### config.mk
export PLATFORM = sky130hd
export DESIGN_NAME = memory_match_ctrl
export DESIGN_NICKNAME = d
export VERILOG_FILES = /design/src/rtl/memory_pkg.sv /design/src/rtl/flip_timer.sv /design/src/rtl/memory_match_ctrl.sv
export SDC_FILE = /design/constraint.sdc
export NUM_CORES = 1
export LEC_CHECK = 0
export CAP_MARGIN = 20
export CELL_PAD_IN_SITES_DETAIL_PLACEMENT = 1
export CELL_PAD_IN_SITES_GLOBAL_PLACEMENT = 2
export CORE_AREA = 2 2 154 156
export DETAILED_ROUTE_END_ITERATION = 12
export DIE_AREA = 0 0 156 158
export GPL_ROUTABILITY_DRIVEN = 0
export GPL_TIMING_DRIVEN = 1
export PLACE_DENSITY_LB_ADDON = 0.1
export SLEW_MARGIN = 30
export SYNTH_ARGS = -nofsm -noshare
export SYNTH_HDL_FRONTEND = slang
export SYNTH_SLANG_ARGS = --single-unit
### constraint.sdc
create_clock -name clk -period 8.08 [get_ports clk]
set_input_delay 2.02 -clock clk [delete_from_list [all_inputs] [get_ports clk]]
set_output_delay 2.02 -clock clk [all_outputs]
set_load 0.02 [all_outputs]
### src/rtl/memory_pkg.sv
// Shared types and helpers for the memory card game controller.
package memory_pkg;

    localparam int SYM_W     = 3;
    localparam int FORMATO_W = 5;

    typedef enum logic [1:0] {
        HIDDEN  = 2'b00,
        UP      = 2'b01,
        MATCHED = 2'b10
    } card_state_t;

    typedef enum logic [2:0] {
        ST_IDLE    = 3'd0,
        ST_FIRST   = 3'd1,
        ST_SECOND  = 3'd2,
        ST_COMPARE = 3'd3,
        ST_SHOW    = 3'd4,
        ST_DONE    = 3'd5
    } match_state_t;

    function automatic logic [FORMATO_W-1:0] pack_formato(input logic [SYM_W-1:0] sym,
                                                          input card_state_t     st);
        return {sym, st};
    endfunction

endpackage

### src/rtl/flip_timer.sv
// Loadable down-counter; holds at zero. Used for the mismatch display delay and the turn timeout.
module flip_timer #(
    parameter int unsigned WIDTH = 8
) (
    input  logic             clk,
    input  logic             rst,
    input  logic             load,
    input  logic [WIDTH-1:0] load_value,
    input  logic             en,
    output logic [WIDTH-1:0] value,
    output logic             zero
);

    always_ff @(posedge clk) begin
        if (rst) begin
            value <= '0;
        end else if (load) begin
            value <= load_value;
        end else if (en && (value != '0)) begin
            value <= value - 1'b1;
        end
    end

    assign zero = (value == '0);

endmodule

### src/rtl/memory_match_ctrl.sv
// Game-flow controller for the memory card game: selection, pair compare, mismatch display delay.
// Optional feature macro: MEMORY_TURN_TIMEOUT_EN (flip a lone face-up card back after idling).
module memory_match_ctrl
    import memory_pkg::*;
#(
    parameter int unsigned N_CARDS      = 16,
    parameter int unsigned FLIP_DELAY   = 50_000_000,
    parameter int unsigned TURN_TIMEOUT = 250_000_000
) (
    input  logic                           clk,
    input  logic                           rst,
    input  logic                           start,
    input  logic [N_CARDS*SYM_W-1:0]       sym_table,
    input  logic                           sel_valid,
    input  logic [3:0]                     sel_idx,
    output logic [N_CARDS*FORMATO_W-1:0]   formato,
    output logic                           match_pulse,
    output logic                           mismatch_pulse,
    output logic [3:0]                     pairs_found,
    output logic [7:0]                     attempts,
    output logic                           busy,
    output logic                           game_over
);

    localparam int unsigned FW = $clog2(FLIP_DELAY + 1);

    if ((N_CARDS % 2 != 0) || (N_CARDS == 0) || (N_CARDS > 16) || (FLIP_DELAY < 1) ||
        (TURN_TIMEOUT < 1)) begin : g_param_check
        $error("memory_match_ctrl: illegal parameter value");
    end

    match_state_t               state_q, state_d;
    card_state_t                est_q [N_CARDS];
    card_state_t                est_d [N_CARDS];
    logic [N_CARDS*SYM_W-1:0]   sym_q, sym_d;
    logic [3:0]                 idx_a_q, idx_a_d, idx_b_q, idx_b_d;
    logic [3:0]                 pairs_q, pairs_d;
    logic [7:0]                 attempts_q, attempts_d;
    logic                       match_q, match_d, mismatch_q, mismatch_d;
    logic                       busy_q, game_over_q;

    card_state_t                sel_st;
    logic [SYM_W-1:0]           sym_a, sym_b;
    logic                       sel_ok;

    logic                       ft_load, ft_en, ft_zero;
    logic [FW-1:0]              ft_load_value, ft_value;

    flip_timer #(.WIDTH(FW)) u_flip_timer (
        .clk        (clk),
        .rst        (rst),
        .load       (ft_load),
        .load_value (ft_load_value),
        .en         (ft_en),
        .value      (ft_value),
        .zero       (ft_zero)
    );

`ifdef MEMORY_TURN_TIMEOUT_EN
    localparam int unsigned TW = $clog2(TURN_TIMEOUT + 1);
    logic          to_load, to_zero, to_expire;
    logic [TW-1:0] to_value;

    flip_timer #(.WIDTH(TW)) u_turn_timer (
        .clk        (clk),
        .rst        (rst),
        .load       (to_load),
        .load_value (TW'(TURN_TIMEOUT)),
        .en         (state_q == ST_SECOND),
        .value      (to_value),
        .zero       (to_zero)
    );

    assign to_expire = (state_q == ST_SECOND) && (to_zero || (to_value == TW'(1)));
`endif

    always_comb begin
        sel_st = HIDDEN;
        sym_a  = '0;
        sym_b  = '0;
        for (int i = 0; i < int'(N_CARDS); i++) begin
            if (sel_idx == 4'(i)) sel_st = est_q[i];
            if (idx_a_q == 4'(i)) sym_a = sym_q[i*SYM_W +: SYM_W];
            if (idx_b_q == 4'(i)) sym_b = sym_q[i*SYM_W +: SYM_W];
        end
        sel_ok = sel_valid && ({28'd0, sel_idx} < N_CARDS) && (sel_st == HIDDEN);
    end

    always_comb begin
        state_d       = state_q;
        est_d         = est_q;
        sym_d         = sym_q;
        idx_a_d       = idx_a_q;
        idx_b_d       = idx_b_q;
        pairs_d       = pairs_q;
        attempts_d    = attempts_q;
        match_d       = 1'b0;
        mismatch_d    = 1'b0;
        ft_load       = 1'b0;
        ft_load_value = FW'(FLIP_DELAY);
        ft_en         = (state_q == ST_SHOW);
`ifdef MEMORY_TURN_TIMEOUT_EN
        to_load       = 1'b0;
`endif
        if (start) begin
            state_d       = ST_FIRST;
            est_d         = '{default: HIDDEN};
            sym_d         = sym_table;
            idx_a_d       = '0;
            idx_b_d       = '0;
            pairs_d       = '0;
            attempts_d    = '0;
            ft_load       = 1'b1;
            ft_load_value = '0;
        end else begin
            unique case (state_q)
                ST_FIRST: begin
                    if (sel_ok) begin
                        for (int i = 0; i < int'(N_CARDS); i++)
                            if (sel_idx == 4'(i)) est_d[i] = UP;
                        idx_a_d = sel_idx;
                        state_d = ST_SECOND;
`ifdef MEMORY_TURN_TIMEOUT_EN
                        to_load = 1'b1;
`endif
                    end
                end
                ST_SECOND: begin
                    if (sel_ok && (sel_idx != idx_a_q)) begin
                        for (int i = 0; i < int'(N_CARDS); i++)
                            if (sel_idx == 4'(i)) est_d[i] = UP;
                        idx_b_d = sel_idx;
                        state_d = ST_COMPARE;
                    end
`ifdef MEMORY_TURN_TIMEOUT_EN
                    else if (to_expire) begin
                        for (int i = 0; i < int'(N_CARDS); i++)
                            if (idx_a_q == 4'(i)) est_d[i] = HIDDEN;
                        state_d = ST_FIRST;
                    end
`endif
                end
                ST_COMPARE: begin
                    attempts_d = (attempts_q == 8'hFF) ? attempts_q : attempts_q + 8'd1;
                    if (sym_a == sym_b) begin
                        for (int i = 0; i < int'(N_CARDS); i++)
                            if ((idx_a_q == 4'(i)) || (idx_b_q == 4'(i))) est_d[i] = MATCHED;
                        pairs_d = pairs_q + 4'd1;
                        match_d = 1'b1;
                        state_d = (pairs_d == 4'(N_CARDS / 2)) ? ST_DONE : ST_FIRST;
                    end else begin
                        ft_load = 1'b1;
                        state_d = ST_SHOW;
                    end
                end
                ST_SHOW: begin
                    // Flip on the edge where the count reaches zero, so SHOW lasts FLIP_DELAY cycles.
                    if (ft_zero || (ft_value == FW'(1))) begin
                        for (int i = 0; i < int'(N_CARDS); i++)
                            if ((idx_a_q == 4'(i)) || (idx_b_q == 4'(i))) est_d[i] = HIDDEN;
                        mismatch_d = 1'b1;
                        state_d    = ST_FIRST;
                    end
                end
                default: ;
            endcase
        end
    end

    always_ff @(posedge clk) begin
        if (rst) begin
            state_q     <= ST_IDLE;
            est_q       <= '{default: HIDDEN};
            sym_q       <= '0;
            idx_a_q     <= '0;
            idx_b_q     <= '0;
            pairs_q     <= '0;
            attempts_q  <= '0;
            match_q     <= 1'b0;
            mismatch_q  <= 1'b0;
            busy_q      <= 1'b0;
            game_over_q <= 1'b0;
        end else begin
            state_q     <= state_d;
            est_q       <= est_d;
            sym_q       <= sym_d;
            idx_a_q     <= idx_a_d;
            idx_b_q     <= idx_b_d;
            pairs_q     <= pairs_d;
            attempts_q  <= attempts_d;
            match_q     <= match_d;
            mismatch_q  <= mismatch_d;
            busy_q      <= (state_d == ST_COMPARE) || (state_d == ST_SHOW);
            game_over_q <= (state_d == ST_DONE);
        end
    end

    for (genvar g = 0; g < int'(N_CARDS); g++) begin : g_formato
        assign formato[g*FORMATO_W +: FORMATO_W] = pack_formato(sym_q[g*SYM_W +: SYM_W], est_q[g]);
    end

    assign match_pulse    = match_q;
    assign mismatch_pulse = mismatch_q;
    assign pairs_found    = pairs_q;
    assign attempts       = attempts_q;
    assign busy           = busy_q;
    assign game_over      = game_over_q;

endmodule

Word level (Yosys, flattened, before mapping). Index checks and enable logic that the tools add are counted.

Reductions and logical operators: 52. Bitwise operators: 3. Equality and inequality tests: 93. Multiplexer cells: 116. Add/subtract/negate cells: 3.

Operators with widths (count): $mux 2 (64); $mux 32 (4); $pmux 32 s4 (1); $mux 3 (38); $reduce_and 7->1 (16); $eq 4x4->1 const B (25); $mux 26 (3); $ne 2x2->1 const B (36); $eq 4x3->1 const B (12); $eq 26x1->1 const B (1); $logic_not 26->1 (1); $reduce_bool 26->1 (1); $sub 26x1->26 const B (1); $eq 4x2->1 const B (6); $logic_or 1x1->1 (18); $eq 4x1->1 const B (3); $logic_not 4->1 (3); $pmux 3 s4 (1); $eq 3x2->1 const B (3); $eq 3x3->1 const B (3); $add 8x1->8 const B (1); $eq 8x8->1 const B (1); $reduce_and 2->1 (4); $reduce_or 3->1 (2); other kinds (11) (19).

Logic and storage cells: 294. Bits of input ports: 56. Output and inout bits: 96. Register bits: 133.

Longest topological paths before layout.
Depth in word-level cells: 25. Mapped depth: 13. Mapped depth without buffers: 9.

Hierarchy. Synthesis repeated with hierarchy kept, for this count alone.

Cell total of the unflattened synthesis: 961. Area, all modules: 8002.7 µm².

By module, submodules not included: memory_match_ctrl (area an instance 6348.6 µm², seq. area each 2142.1 µm², instances 1, cells an instance 760); flip_timer (area an instance 1654.1 µm², seq. area each 520.5 µm², instances 1, cells an instance 201).

Worst setup path after synthesis. OpenSTA, ideal clock, no wires.

Kind: input to register. From: in sel_idx[2]. To: reg busy_q, in the netlist busy. Path buffers: 1. Required time: 8.013 ns. Setup time: 0.067 ns. Path slack: 3.830 ns. Stages on the path: 10. Data arrival time: 4.182 ns. Cells stage by stage: buf_6 -> or4b_1 -> o31ai_1 -> a221oi_2 -> nand4_2 -> a2111oi_4 -> or4_1 -> a2111oi_2 -> a21bo_1 -> a21oi_2.

Cells in the longest elaborated chain, start to end: 25. Elaborated cells on any way between the ends: 43. Classes of those cells: eq/ne (18); mux (20); reduce/logical (5).

Ends and longest elaborated chain: start, declared (line memory_match_ctrl.sv:15) `input logic [3:0] sel_idx,`; $logic_not 4->1 (line memory_match_ctrl.sv:82) `if (sel_idx == 4'(i)) sel_st = est_q[i];`; $mux 2 (16 in a row) (line memory_match_ctrl.sv:82); $logic_not 2->1 (line memory_match_ctrl.sv:86) `sel_ok = sel_valid && ({28'd0, sel_idx} < N_CARDS) && (sel_st == HIDDEN);`; $logic_and 1x1->1 (line memory_match_ctrl.sv:86); $logic_and 1x1->1 (line memory_match_ctrl.sv:129) `if (sel_ok && (sel_idx != idx_a_q)) begin`; $mux 3 (line memory_match_ctrl.sv:129); $pmux 3 s4 * (line memory_match_ctrl.sv:116) `unique case (state_q)`; $mux 3 * (line memory_match_ctrl.sv:105) `if (start) begin`; $eq 3x2->1 / $eq 3x3->1 (equally long branches) (line memory_match_ctrl.sv:193) `busy_q <= (state_d == ST_COMPARE) || (state_d == ST_SHOW);`; $logic_or 1x1->1 * (line memory_match_ctrl.sv:193); end signal, assigned (line memory_match_ctrl.sv:193); end, declared (line memory_match_ctrl.sv:40) `logic busy_q, game_over_q;`.

Mark *: on every way between the ends. The rest lies on a longest branch, timed or not. A chain may end at the register's enable or synchronous reset.

Worst setup path in the final report.
From: in sel_idx[1]. To: reg busy_q, in the netlist busy.

Same word-level chain as after synthesis.

==> flow_summary.json <==
{
  "status": "finished, final reports clean",
  "setup_viol": 0,
  "drt-vias-per-instance": 5.392,
  "synth_seq_cells": 133,
  "worst_hold_start": "formato[31]",
  "final_max_slew_viol_count": 0,
  "timing.critical_path.slowest_stage_cell": "sky130_fd_sc_hd__clkdlybuf4s50_1",
  "irDropWorstVdd_mv": 0.1182,
  "drt-initial-drc-count": 293,
  "placement.setup.worst_slack_ns": 2.540,
  "p_seq_share_pct": 41.6,
  "multi_input_area_mm2": 0.004439,
  "critical_path.max_stage_delay_ns": 1.02,
  "cap_viol_max_count": 0,
  "drt_pass1_iterations": 4,
  "die_height_um": 158,
  "grt_setup_unrepaired": "false",
  "async_reset_ff_share_pct": 0,
  "power.share.combinational_pct": 13.5,
  "synth_area_per_cell_um2": 8.542,
  "cts_post_setup_buffers_inserted": 0,
  "htreeDepth": 4,
  "r2r-start": "idx_b_q[2]",
  "final_cell_mix": "sky130_fd_sc_hd__clkdlybuf4s50_1, sky130_fd_sc_hd__nor2_1, sky130_fd_sc_hd__dfxtp_1",
  "syn_nets": 933,
  "via_count": 6993,
  "num-fill-cells": 2693,
  "post-dp-hpwl_um": 18840,
  "track_usage_pct": 21.45,
  "buffer_ports.inserted": 151,
  "crit_path_start": "sel_idx[1]",
  "fin_total_pwr_mw": 1.682,
  "area_growth_syn_to_layout_pct": 29.45,
  "clockRootBuffer": "sky130_fd_sc_hd__clkbuf_16",
  "antenna_violations_before_repair": 0,
  "syn_area_mm2": 0.007457,
  "cp_cell_sequence": "clkdlybuf4s50_1, mux2i_1, nor4_1, o32ai_1, nand4_2, a32o_1, or4_1, a2111oi_2, a21bo_1, a21oi_2",
  "synthCells": 873,
  "grt_remaining_overflow": 0,
  "endpoint_kind": "register",
  "layout-drive-gt1-share_pct": 8.540,
  "cellLeakagePower_nw": 3.423,
  "drcViolationCount": 0,
  "sw_power_mw": 0.4503,
  "timing.critical_path.max_delay_family": "compound AO/OA/AOI/OAI gates",
  "total_negative_setup_slack_ns": 0,
  "start_util_pct": 32.35,
  "worstSetupPathType": "in -> reg",
  "fmaxAchievable_mhz": 196.6,
  "synth.lib_cells_used.distinct": 87,
  "cellInternalPower_mw": 1.232,
  "period_share_pct": 62.95,
  "worst-slew-pin-transition_ns": 0.8491,
  "finalNetCount": 1054,
  "post_cts_resize_count": 0,
  "crit_fanout": 20,
  "clock-skew-final_ns": 0.01393,
  "grt_start_max_net_pins": 53,
  "sw_frac_of_total_pct": 26.77,
  "cts.sinks": 133,
  "layout.area.seq_mm2": 0.002663,
  "grt_first_pass_wirelength_um": 41010,
  "antenna_diodes": 0,
  "synth-seq-area-share_pct": 35.70,
  "routed_wire_length_per_instance_um": 20.09,
  "power.clock.fraction_pct": 44.8,
  "fp.dieW_um": 156,
  "power.density_cell_area_mw_per_mm2": 174.2,
  "setup.worst_path.start_class": "primary input",
  "cp_data_arrival_time_ns": 5.44,
  "synth-warning-count": 0,
  "grt_pass1_vias": 7205,
  "die-area_mm2": 0.02465,
  "core_area_mm2": 0.02305,
  "io_pins": 152,
  "hp-class": "reg -> reg",
  "required_ns": 8.43,
  "postCtsHoldBufs": 0,
  "clk_transition_reported_paths_ns": 0.06,
  "post-route-worst-setup-slack_ns": 2.994,
  "share_of_the_core_filled_with_cells_in_the_final_layout_pct": 41.87,
  "insertion_delay_ns": 0.43,
  "final_hold_viol_count": 0,
  "tritoncts": "yes",
  "cts_made_buffers": 17,
  "post-route-min-period_ns": 5.087,
  "worst-path-buf-inv": 1,
  "slew_headroom_pct": 43.21,
  "core.rowCount": 56,
  "cts.path.max_buffers": 2,
  "postRouteWirelength_um": 26060,
  "synth_ff_type": "sky130_fd_sc_hd__dfxtp_1",
  "mostFrequentLayoutCell": "sky130_fd_sc_hd__clkdlybuf4s50_1",
  "ant_nets": 0,
  "synth-edff-count": 0
}
==> path summary, 6_finish.rpt <==
kind                                end  slack, ns  depth (start not counted)
setup / recovery                   busy       2.99                         10
hold / removal              formato[31]       0.48                          2
setup reg to reg  u_flip_timer.value[1]       4.29                          9
hold reg to reg             formato[31]       0.48                          2
==> sequential cells by signal, summed over array words and instances, names as in the netlist <==
signal / cells
game_over: 1
pairs_found: 4
u_flip_timer.value: 26
attempts: 8
idx_b_q: 4
state_q: 3
match_pulse: 1
mismatch_pulse: 1
idx_a_q: 4
sym_q: 48
busy: 1
formato: 32
==> worst min-delay path: stages, from the launching register on <==
cell and delay [ns]:
sky130_fd_sc_hd__dfxtp_1 0.32, sky130_fd_sc_hd__nand2_1 0.06, sky130_fd_sc_hd__mux2i_1 0.06
==> Yosys cell counts, types with 11 or more instances <==
cell type                  number  area, um^2
sky130_fd_sc_hd__xnor2_1       18       157.7
sky130_fd_sc_hd__dfxtp_1      133        2663
sky130_fd_sc_hd__nand3_1       14       70.07
sky130_fd_sc_hd__mux2i_1       80       800.8
sky130_fd_sc_hd__nand2b_1      22       137.6
sky130_fd_sc_hd__nor4_1        14       87.58
sky130_fd_sc_hd__a21oi_1       48       240.2
sky130_fd_sc_hd__a31oi_1       11       68.82
sky130_fd_sc_hd__nand2_1       50       187.7
sky130_fd_sc_hd__o21ai_0       30       150.1
sky130_fd_sc_hd__buf_2         16       80.08
sky130_fd_sc_hd__clkbuf_1      27       101.4
sky130_fd_sc_hd__inv_1         14       52.55
sky130_fd_sc_hd__nor2_1       138       518.0
sky130_fd_sc_hd__xor2_1        18       157.7
sky130_fd_sc_hd__nor3_1        28       140.1
==> power by group through the flow <==
stage                     Sequential (mW)  Clock (mW)  Combinational [mW]
after global placement              0.715           0               0.228
after CTS                           0.701       0.773               0.231
after floorplan                     0.723           0               0.126
final                               0.700       0.754               0.228
after detailed placement            0.715           0               0.230
after global routing                0.703       0.803               0.248
==> metal layers <==
metal / vias up / share of wire (%) / global-route usage, %
met5: - / 0 / 0
met3: 25 / 3.3 / 3.860
li1: 3412 / - / -
met2: 124 / 49 / 37.04
met4: 0 / 2.0 / 7.208
met1: 3432 / 46 / 27.03
==> area by class of cell <==
class | count | share of cell area [%]
clock inverters | 10 | 1.115
flip-flops and latches | 133 | 27.58
clock buffers | 22 | 4.601
well taps | 290 | 3.759
multi-input cells | 666 | 45.99
inverters | 14 | 0.5444
repair buffers | 162 | 16.41
==> logic make-up (layout without fill, tap and decap cells) <==
group                      count (synthesis)  in the layout  share of synthesized area (%)
AOI/OAI and AO/OA                        195            195                          18.44
xor gates and xnor gates                  36             36                          4.228
adders and majority gates                  4              4                         0.6712
buffers and inverters                     74            208                          4.899
DFF                                      133            133                          35.70
muxes                                     94             94                          13.46
and+or+nand+nor                          337            337                          22.60
==> stage by stage <==
stage                     cells  instance area [um^2]  hold WS (ns)
after CTS                  1297                  9646        0.4889
after global placement     1265                  9091        0.4730
final                      1297                  9653        0.4826
after floorplan             873                  7457        0.4659
after global routing       1297                  9653        0.5112
after detailed placement   1265                  9094        0.4723
(Power assumes the default switching activity.)
